[src/rtl/bit_serial_adder.sv]
// Purpose : multi-cycle adder that drives one full-adder slice per clock, LSB first,
//           holding the carry in a flop and shifting sum bits into a result register.
// Latency : WIDTH cycles from accepted start to the done pulse; new op every WIDTH+1 cycles.
// Backpressure: none; start is accepted in IDLE or DONE and silently ignored while busy.
//
// Ports:
//   clk, rst_n        clock and asynchronous active-low reset
//   start, a, b, cin  operation request and operands, captured on an accepted start
//   sub               (only with SERIAL_ADD_SUB_EN) 1 = compute a-b, cout=1 means no borrow
//   busy, done        busy while bits are processed; done pulses one cycle with the result
//   sum, cout         result, held until the first RUN edge of the next operation
//
// Optional feature macro: SERIAL_ADD_SUB_EN adds the sub input (subtract mode).
module bit_serial_adder #(
    parameter int WIDTH = 8
) (
    input  logic             clk,
    input  logic             rst_n,
    input  logic             start,
    input  logic [WIDTH-1:0] a,
    input  logic [WIDTH-1:0] b,
    input  logic             cin,
`ifdef SERIAL_ADD_SUB_EN
    input  logic             sub,
`endif
    output logic             busy,
    output logic             done,
    output logic [WIDTH-1:0] sum,
    output logic             cout
);

    localparam int CW = $clog2(WIDTH);
    localparam logic [CW-1:0] LAST_BIT = CW'(WIDTH - 1);

    typedef enum logic [1:0] {
        IDLE = 2'd0,
        RUN  = 2'd1,
        DONE = 2'd2
    } state_t;

    state_t           state_q, state_d;
    logic [CW-1:0]    cnt_q, cnt_d;
    logic             carry_q, carry_d;
    logic [WIDTH-1:0] a_sr_q, a_sr_d;
    logic [WIDTH-1:0] b_sr_q, b_sr_d;
    logic [WIDTH-1:0] sum_q, sum_d;
    logic             cout_q, cout_d;

    // Operand values as they would be loaded on an accepted start.
    logic [WIDTH-1:0] b_load;
    logic             carry_load;

`ifdef SERIAL_ADD_SUB_EN
    // Two's complement subtract: a + ~b + 1, so cin is overridden.
    assign b_load     = sub ? ~b : b;
    assign carry_load = sub ? 1'b1 : cin;
`else
    assign b_load     = b;
    assign carry_load = cin;
`endif

    // The single full-adder slice.
    logic fa_s, fa_c;
    assign fa_s = a_sr_q[0] ^ b_sr_q[0] ^ carry_q;
    assign fa_c = (a_sr_q[0] & b_sr_q[0]) | (a_sr_q[0] & carry_q) | (b_sr_q[0] & carry_q);

    always_comb begin
        state_d = state_q;
        cnt_d   = cnt_q;
        carry_d = carry_q;
        a_sr_d  = a_sr_q;
        b_sr_d  = b_sr_q;
        sum_d   = sum_q;
        cout_d  = cout_q;

        case (state_q)
            IDLE: begin
                if (start) begin
                    state_d = RUN;
                    a_sr_d  = a;
                    b_sr_d  = b_load;
                    carry_d = carry_load;
                    cnt_d   = '0;
                end
            end
            RUN: begin
                // Sum bits enter at the MSB so after WIDTH shifts bit 0 lands in sum[0].
                sum_d   = {fa_s, sum_q[WIDTH-1:1]};
                carry_d = fa_c;
                a_sr_d  = a_sr_q >> 1;
                b_sr_d  = b_sr_q >> 1;
                if (cnt_q == LAST_BIT) begin
                    cout_d  = fa_c;
                    state_d = DONE;
                    // Return to 0 rather than incrementing so the counter never
                    // leaves 0..WIDTH-1 for non-power-of-two widths.
                    cnt_d   = '0;
                end else begin
                    cnt_d = cnt_q + 1'b1;
                end
            end
            DONE: begin
                if (start) begin
                    state_d = RUN;
                    a_sr_d  = a;
                    b_sr_d  = b_load;
                    carry_d = carry_load;
                    cnt_d   = '0;
                end else begin
                    state_d = IDLE;
                end
            end
            default: begin
                state_d = IDLE;
                cnt_d   = '0;
            end
        endcase
    end

    always_ff @(posedge clk or negedge rst_n) begin
        if (!rst_n) begin
            state_q <= IDLE;
            cnt_q   <= '0;
            carry_q <= 1'b0;
            a_sr_q  <= '0;
            b_sr_q  <= '0;
            sum_q   <= '0;
            cout_q  <= 1'b0;
        end else begin
            state_q <= state_d;
            cnt_q   <= cnt_d;
            carry_q <= carry_d;
            a_sr_q  <= a_sr_d;
            b_sr_q  <= b_sr_d;
            sum_q   <= sum_d;
            cout_q  <= cout_d;
        end
    end

    // Decoded straight from the state flop so reset clears them immediately.
    assign busy = (state_q == RUN);
    assign done = (state_q == DONE);
    assign sum  = sum_q;
    assign cout = cout_q;

endmodule

[config.mk]
export PLATFORM = sky130hd
export DESIGN_NAME = bit_serial_adder
export DESIGN_NICKNAME = d
export VERILOG_FILES = /design/src/rtl/bit_serial_adder.sv
export SDC_FILE = /design/constraint.sdc
export NUM_CORES = 1
export LEC_CHECK = 0
export CAP_MARGIN = 10
export CELL_PAD_IN_SITES_DETAIL_PLACEMENT = 0
export CELL_PAD_IN_SITES_GLOBAL_PLACEMENT = 2
export CORE_MARGIN = 5
export CORE_UTILIZATION = 31
export DETAILED_ROUTE_END_ITERATION = 10
export PLACE_DENSITY_LB_ADDON = 0.25
export SLEW_MARGIN = 25
export SYNTH_ARGS = -nofsm -noshare
export SYNTH_HDL_FRONTEND = slang
export SYNTH_SLANG_ARGS = --single-unit
export TNS_END_PERCENT = 100
[constraint.sdc]
create_clock -name clk -period 1.7 [get_ports clk]
set_input_delay 0.425 -clock clk [delete_from_list [all_inputs] [get_ports clk]]
set_output_delay 0.425 -clock clk [all_outputs]
set_load 0.02 [all_outputs]
Word level (Yosys, flattened, before mapping)
Cells that the tools add are included.
{ "word_totals": {"register_bits": 31, "input_bits": 20, "output_inout_bits": 11, "wordCells": 40} }
{ "op_classes": {"n_addsub": 1, "n_eq_ne": 6, "n_mux": 13, "bitwise": 7, "n_reduce_logical": 6} }
{ "ops": {"columns": ["cell", "n"], "rows": [
  ["8-bit case mux with 2 select lines", 2],
  ["8-bit 2-to-1 mux", 2],
  ["3-bit 2-to-1 mux", 2],
  ["2-bit case mux with 3 select lines", 1],
  ["3-bit case mux with 2 select lines", 1],
  ["2-bit AND reduction", 3],
  ["2-bit 2-to-1 mux", 2],
  ["2-bit by 1-bit != test with 1-bit output, second input constant", 2],
  ["3-bit by 1-bit adder with 3-bit output, second input constant", 1],
  ["1-bit bitwise AND", 3],
  ["3-bit == test, second input constant", 1],
  ["2-bit by 1-bit == test with 1-bit output, second input constant", 1],
  ["2-bit == test, second input constant", 1],
  ["2-bit logical NOT", 1],
  ["1-bit 2-to-1 mux", 2],
  ["2-bit != test, second input constant", 1],
  ["1-bit OR", 2],
  ["1-bit case mux with 2 select lines", 1],
  ["2-bit nonzero test", 1],
  ["2-bit OR reduction", 1],
  ["1-bit bitwise XOR", 2]
]} }

Logic depth before layout (Yosys ltp)
Gate-level depths: netlist (run 1).
{ "depth": {"ltp_word": 4, "mapped_depth": 6, "ltp_nobuf": 5} }

Worst setup path before layout (run 1)
No wires, ideal clock.
{ "synth_path": {"kind": "reg-to-output", "from": "reg state_q[1]", "to": "out done", "arrival_ps": 1034, "t_required_ps": 1275, "path_slack_ps": 241, "stages_incl_launch_ff": 4, "n_path_buf": 2, "path_cell_list": "dfrtp_1 -> buf_4 -> buf_2 -> nor2b_1"} }
{ "synth_via": {"elab_chain_len": 1} }
{ "synth_lines": {"columns": ["element", "line_no", "text"], "rows": [
  ["start: declaration", "41", "state_t state_q, state_d;"],
  ["start signal: assignment", "130", "state_q <= state_d;"],
  ["2-bit == test", "142", "assign done = (state_q == DONE);"],
  ["end: declaration", "27", "output logic done,"]
]} }
No other way between the ends.

Final worst setup path (run 1)
{ "layout_path": {"from": "reg sum_q[0], in the netlist sum[0]", "to": "out sum[0]"} }
{ "layout_lines": {"columns": ["element", "line_no", "text"], "rows": [
  ["start: declaration", "46", "logic [WIDTH-1:0] sum_q, sum_d;"],
  ["start signal: assignment", "135", "sum_q <= sum_d;"],
  ["end: declaration", "28", "output logic [WIDTH-1:0] sum,"]
]} }
No word-level cell between the ends.

==> results of run 1 <==
## through the flow
step	area, µm²	utilization (%)
after CTS	2000	42.6
after global placement	1880	40.1
after detailed placement	1880	40.1
after global routing	2010	42.9
final	2010	42.9
after floorplan	1480	-
## cells by family (layout without fill, tap and decap cells)
logic type	count (synthesis)	in the layout	share of synthesized area (%)
DFF	31	31	52.4
and+or+nand+nor	56	56	18.7
muxes	13	13	9.12
AOI/OAI and AO/OA	30	30	13.1
adders and majority gates	3	3	3.04
buffers and inverters	10	50	3.72
## final timing paths
kind	slack (ns)	to	depth (start not counted)	from
setup / recovery	0.06	sum[0]	1	sum[0]$_DFFE_PN0N_
hold / removal	0.48	sum[0]$_DFFE_PN0N_	2	sum[0]$_DFFE_PN0N_
setup reg to reg	0.31	b_sr_q[5]$_DFFE_PN0P_	4	state_q[0]$_DFFE_PN0P_
hold reg to reg	0.48	sum[0]$_DFFE_PN0N_	2	sum[0]$_DFFE_PN0N_
max in group asynchronous	0.86	a_sr_q[4]$_DFFE_PN0P_	2	rst_n
min in group asynchronous	0.54	a_sr_q[2]$_DFFE_PN0P_	2	rst_n
## flip-flops by register name, indices dropped and copies added, names as in the netlist
| signal | count |
|---|---|
| b_sr_q | 8 |
| sum | 8 |
| carry_q | 1 |
| cout | 1 |
| cnt_q | 3 |
| state_q | 2 |
| a_sr_q | 8 |
## cell usage in the layout (no fill, tap or decap)
cell type         n
dfrtp_1          31
nand2_1          26
clkdlybuf4s50_1  20
mux2i_1          12
nor2b_1          11
buf_4            11
a211oi_1         10
a21oi_1          10
nor2_1            6
clkbuf_8          6
dlymetal6s2s_1    6
o22ai_1           4
nor3_1            4
o21ai_0           3
dlygate4sd2_1     3
nand3_1           2
ha_1              2
nor2b_2           1
nand2b_4          1
inv_2             1
and2_4            1
a22o_1            1
mux2_4            1
nand2b_2          1
a32o_1            1
and3_1            1
a221o_1           1
nand2b_1          1
nand3b_1          1
fa_1              1
bufinv_16         1
clkinv_2          1
clkdlybuf4s15_2   1
## repair_timing
item | CTS | global route
hold buffers | 0 | 0
setup endpoints to repair | 4 | 6
gates resized for setup | 7 | 6
buffers inserted | 0 | 0
## cells in the mapped netlist
cell type,number,area share (%)
a32o_1,1,0.68
nor2_1,6,1.5
o21ai_0,3,1.0
fa_1,1,1.4
a21oi_1,10,3.4
nor3_1,4,1.4
buf_4,3,1.5
mux2i_1,12,8.1
ha_1,2,1.7
nand2b_4,1,0.93
and2_4,1,0.59
mux2_4,1,1.0
nand3b_1,1,0.51
inv_2,1,0.25
a211oi_1,10,5.1
nand2b_2,1,0.59
clkbuf_1,1,0.25
a22o_1,1,0.59
buf_2,5,1.7
nand2b_1,1,0.42
dfrtp_1,31,52
nor2b_1,12,5.1
o22ai_1,4,1.7
nand3_1,2,0.68
a221o_1,1,0.68
nand2_1,26,6.6
and3_1,1,0.42
## routing by layer
metal | up-vias | track usage, % | routed length, µm
met5 | - | 0 | 0
met4 | 0 | 5.15 | 43
met3 | 5 | 3.63 | 172
met2 | 23 | 17.2 | 1560
met1 | 576 | 16.0 | 1610
li1 | 575 | - | -
## final cells by class
| cell class | count | area (µm²) |
|---|---|---|
| Tap cell | 54 | 67.6 |
| Fill cell | 468 | 2680 |
| Clock inverter | 2 | 35.0 |
| Clock buffer | 6 | 82.6 |
| Inverter | 1 | 3.75 |
| Timing Repair Buffer | 41 | 395 |
| Sequential cell | 31 | 776 |
| Multi-Input combinational cell | 102 | 653 |
## where the power goes
group,leakage [nW],total (mW),switching [mW],internal (mW)
Combinational,0.495,1.45,0.750,0.699
Sequential,0.377,1.33,0.249,1.08
Clock,0.0612,0.757,0.282,0.474
Total,0.934,3.54,1.28,2.25
==> results.cfg, run 1 <==
[status]
run_status = finished clean

[critical_path]
cp.required_ns = 1.27
start_kind = flop
cp-end-kind = primary output
critPathArrivalTime_ns = 1.22
path_cells = clkdlybuf4s50_1
critPathKind = flop to primary output
cp_slowest_stage_delay_ns = 0.60
crit_path_max_fanout = 2
worst-path-buf-inv = 1
crit_family = buffers and inverters
slowest_stage = clkdlybuf4s50_1

[synth]
syn_nets = 166
yosysWarnings = 0
netlist_instances = 143
syn_avg_cell_area_um2 = 10.4
netlist_area_um2 = 1480
seq_area_frac_synth_pct = 52.4
yosysUniqueCellTypes = 27
ys_seq_elements = 31

[clock_network]
h-tree-depth = 2
insertion_delay_ns = 0.28
cts_buffer_depth = 2
clkTransAtPathRegs_ns = 0.06
cts_tree = built
root_buffer = clkbuf_8
cts.sinks = 31
cts_buffers = 5

[timing]
tightest_slew_ns = 0.411
rsz0062_at_grt = no
fmax_ghz = 0.609
drv_slew = 0
skew_ns = 0.00516
setup_violations = 0
max-slew-margin-rel_pct = 72.6
min_period_over_period_pct = 96.6
tns_ns = 0
finalHoldViolCount = 0
fin_crit_ns = 1.64
hold_slack_ns = 0.480
setup_ws_ns = 0.0586

[detailed_routing]
routedWlPerCell_um = 14.3
first_pass_iters = 4
wl_um = 3390
drt_iter0_drc = 56
drc = 0
vias = 1179
antenna_left = 0
viasPerCell = 4.97

[floorplanning]
die_w_um = 79.1
coreArea_um2 = 4690
pin_count = 31
initial_core_util_pct = 31.6
dieHeight_um = 79.1
design.die.area_um2 = 6260
num_rows = 25

[placed_design]
place_ws_ns = -0.0322
post-dp-hpwl_um = 2380
place.gp.congestion = 0.727
dp_cells = 229
io_buffers = 30

[grt]
antenna_found_initial = 0
grt_usage_pct = 11.8
grt_max_degree = 32
grt_pass1_vias = 1136
grt_first_pass_wirelength_um = 5680
grt-ovfl-total = 0

[cells_and_area]
antennaDiodeCount = 0
layout.nets = 205
area_growth_pct = 35.9
drive_above_1_share_pct = 14.2
fin_cells = 237

[power]
powerDensity_nw_per_um2 = 1760
p_leak_nw = 0.934
vdd_drop_max_uv = 543
power_mw = 3.54

[job]
maxCapViolations = 0

[min_path]
hp-class = flop to flop
Power figures use the tool's default switching activity.
==> inputs of run 2 (changes only) <==
--- a/config.mk
+++ b/config.mk
@@ -10,7 +10,9 @@
 export CELL_PAD_IN_SITES_GLOBAL_PLACEMENT = 2
 export CORE_MARGIN = 5
 export CORE_UTILIZATION = 31
+export CTS_CLUSTER_SIZE = 24
 export DETAILED_ROUTE_END_ITERATION = 10
+export GPL_TIMING_DRIVEN = 0
 export PLACE_DENSITY_LB_ADDON = 0.25
 export SLEW_MARGIN = 25
 export SYNTH_ARGS = -nofsm -noshare
==> run 2 against run 1 <==
  * Largest power group unchanged
  * Combinational power up 9.7%
  * Maximum frequency down 1.3%
  * Worst setup slack worse by 0.022 ns
  * Via count down 0.42%
  * Critical endpoint is now busy
  * Clock-buffer cell count up 1
  * Wire length up 4.3%
  * Non-clock buffer count up 5
==> results.cfg, run 2 (synthesis gave the netlist of run 1 again) <==
[timing]
drv_slew = 0
rsz0062_at_grt = yes
tightest_slew_ns = 0.419
hold_slack_ns = 0.0221
setup_ws_ns = 0.0366
max-slew-margin-rel_pct = 72.1
fmax_ghz = 0.601
skew_ns = 0.00762
finalHoldViolCount = 0
min_period_over_period_pct = 97.8
fin_crit_ns = 1.66
tns_ns = 0
setup_violations = 0

[detailed_routing]
routedWlPerCell_um = 14.6
dr.max_layer_used = met4
antenna_left = 0
drt_iter0_drc = 46
met1Wirelength_um = 1650
vias = 1174
drc = 0
wl_um = 3530
first_pass_iters = 4
viasPerCell = 4.85
wl_met3_um = 197
wl_met2_um = 1660

[power]
pwr-share-comb_pct = 45.8
powerDensity_nw_per_um2 = 1700
power_mw = 3.48
seqPwrFrac_pct = 38.4
vdd_drop_max_uv = 426
power_switching_mw = 1.31
p_leak_nw = 0.948
clock_power_share_pct = 15.8
p_sw_share_pct = 37.6
p_int_mw = 2.17

[critical_path]
critPathArrivalTime_ns = 1.24
slowest_stage = dfrtp_1
cp-end-kind = primary output
critPathKind = flop to primary output
ff2ff_setup_slack_ns = 0.28
startpoint = state_q[1]$_DFFE_PN0P_
cp.required_ns = 1.27
endpoint = busy
crit_family = buffers and inverters
rr_endpoint = b_sr_q[5]$_DFFE_PN0P_
start_kind = flop
crit_top_cell = buf_6
r2r_cells = 4
path_depth = 5
crit_path_max_fanout = 7
path_cells = buf_6, nand2b_4, inv_6, buf_8, buf_6
cp_slowest_stage_delay_ns = 0.37
worst-path-buf-inv = 4
r2r-start = state_q[0]$_DFFE_PN0P_

[grt]
grt_pass1_vias = 1236
grt_max_degree = 23
grt_first_pass_wirelength_um = 5950
grt_usage_pct = 12.3
antenna_found_initial = 0
grt-ovfl-total = 0

[placed_design]
place_ws_ns = -0.393
post-dp-hpwl_um = 2560
place.gp.congestion = 0.699
io_buffers = 30

[cells_and_area]
final_cell_mix = dfrtp_1, nand2_1, clkdlybuf4s50_1
antennaDiodeCount = 0
area_growth_pct = 37.8
postLayoutCoreUtil_pct = 43.5
final_common_cell = dfrtp_1
layout.nets = 210
drive_above_1_share_pct = 16.0

[status]
run_status = finished clean

[min_path]
hp-class = primary input to asynchronous set/reset pin

[job]
maxCapViolations = 0

[clock_network]
postCtsHoldBufs = 0
h-tree-depth = 2
clkTransAtPathRegs_ns = 0.07
cts_buffers = 5
cts_buffer_depth = 2
cts.sinks = 31
root_buffer = clkbuf_8
insertion_delay_ns = 0.28
cts_tree = built

[floorplanning]
die_w_um = 79.1
pin_count = 31
num_rows = 25
design.die.area_um2 = 6260
coreArea_um2 = 4690
initial_core_util_pct = 31.6
dieHeight_um = 79.1
-- run 2: cell types whose count changed in the layout (fill, tap and decap cells not counted), sizes merged --
cell,previous run,this run
clkdlybuf4s15,1,0
clkbuf,6,9
buf,11,17
dlygate4sd2,3,2
clkdlybuf4s50,20,19
bufinv,1,0
-- run 2: worst min path at each step --
stage | slack, ns | to | from
floorplan | 0.13 | a_sr_q[0]$_DFFE_PN0P_ | rst_n
global route | 0.03 | a_sr_q[2]$_DFFE_PN0P_ | rst_n
detailed placement | 0.33 | a_sr_q[1]$_DFFE_PN0P_ | rst_n
CTS | 0.02 | a_sr_q[1]$_DFFE_PN0P_ | rst_n
finish | 0.02 | a_sr_q[2]$_DFFE_PN0P_ | rst_n
global placement | 0.46 | sum[0]$_DFFE_PN0N_ | sum[0]$_DFFE_PN0N_
-- run 2: power groups by stage --
stage | clock network [mW] | registers [mW] | logic, mW
4_1_cts | 0.570 | 1.35 | 1.55
5_1_grt | 0.608 | 1.39 | 1.77
2_1_floorplan | 0 | 1.40 | 0.867
3_3_place_gp | 0 | 1.33 | 1.44
3_5_place_dp | 0 | 1.36 | 1.48
6_report | 0.550 | 1.34 | 1.59
-- run 2: final cells by class --
class                           count  area (µm²)
Fill cell                         445        2650
Sequential cell                    31         777
Multi-Input combinational cell    102         651
Timing Repair Buffer               37         379
Buffer                              9        77.6
Clock buffer                        7        76.3
Tap cell                           54        67.6
Inverter                            1        8.76
Clock inverter                      1        5.00
-- run 2: repair_timing --
action                                  in CTS  in global routing
cloned                                       0                  0
endpoints found under the setup margin       4                  8
gates resized for setup                     22                  8
buffers inserted                             1                  5
-- run 2: routing by layer --
metal,track usage [%],vias up
met5,0,-
met1,15.5,562
li1,-,587
met2,19.9,23
met4,3.61,0
met3,4.20,2
-- run 2: metrics by stage --
stage	std cells	cell area, µm²
6_report	242	2040
5_1_grt	242	2040
4_1_cts	237	1980
3_5_place_dp	228	1870
3_3_place_gp	227	1850
2_1_floorplan	143	1480
-- run 2: worst reg2reg max path, stage by stage (launching register included) --
cell	delay (ns)
dfrtp_2	0.44
buf_4	0.15
nand2b_2	0.22
and3_1	0.22
a221o_1	0.27
==> inputs of run 3 (changes only) <==
--- a/config.mk
+++ b/config.mk
@@ -10,6 +10,7 @@
 export CELL_PAD_IN_SITES_GLOBAL_PLACEMENT = 2
 export CORE_MARGIN = 5
 export CORE_UTILIZATION = 31
+export CTS_CLUSTER_DIAMETER = 200
 export CTS_CLUSTER_SIZE = 24
 export DETAILED_ROUTE_END_ITERATION = 10
 export GPL_TIMING_DRIVEN = 0
==> results of run 3 <==
Same layout as run 2: the final DEF is identical, and so are final timing and power.
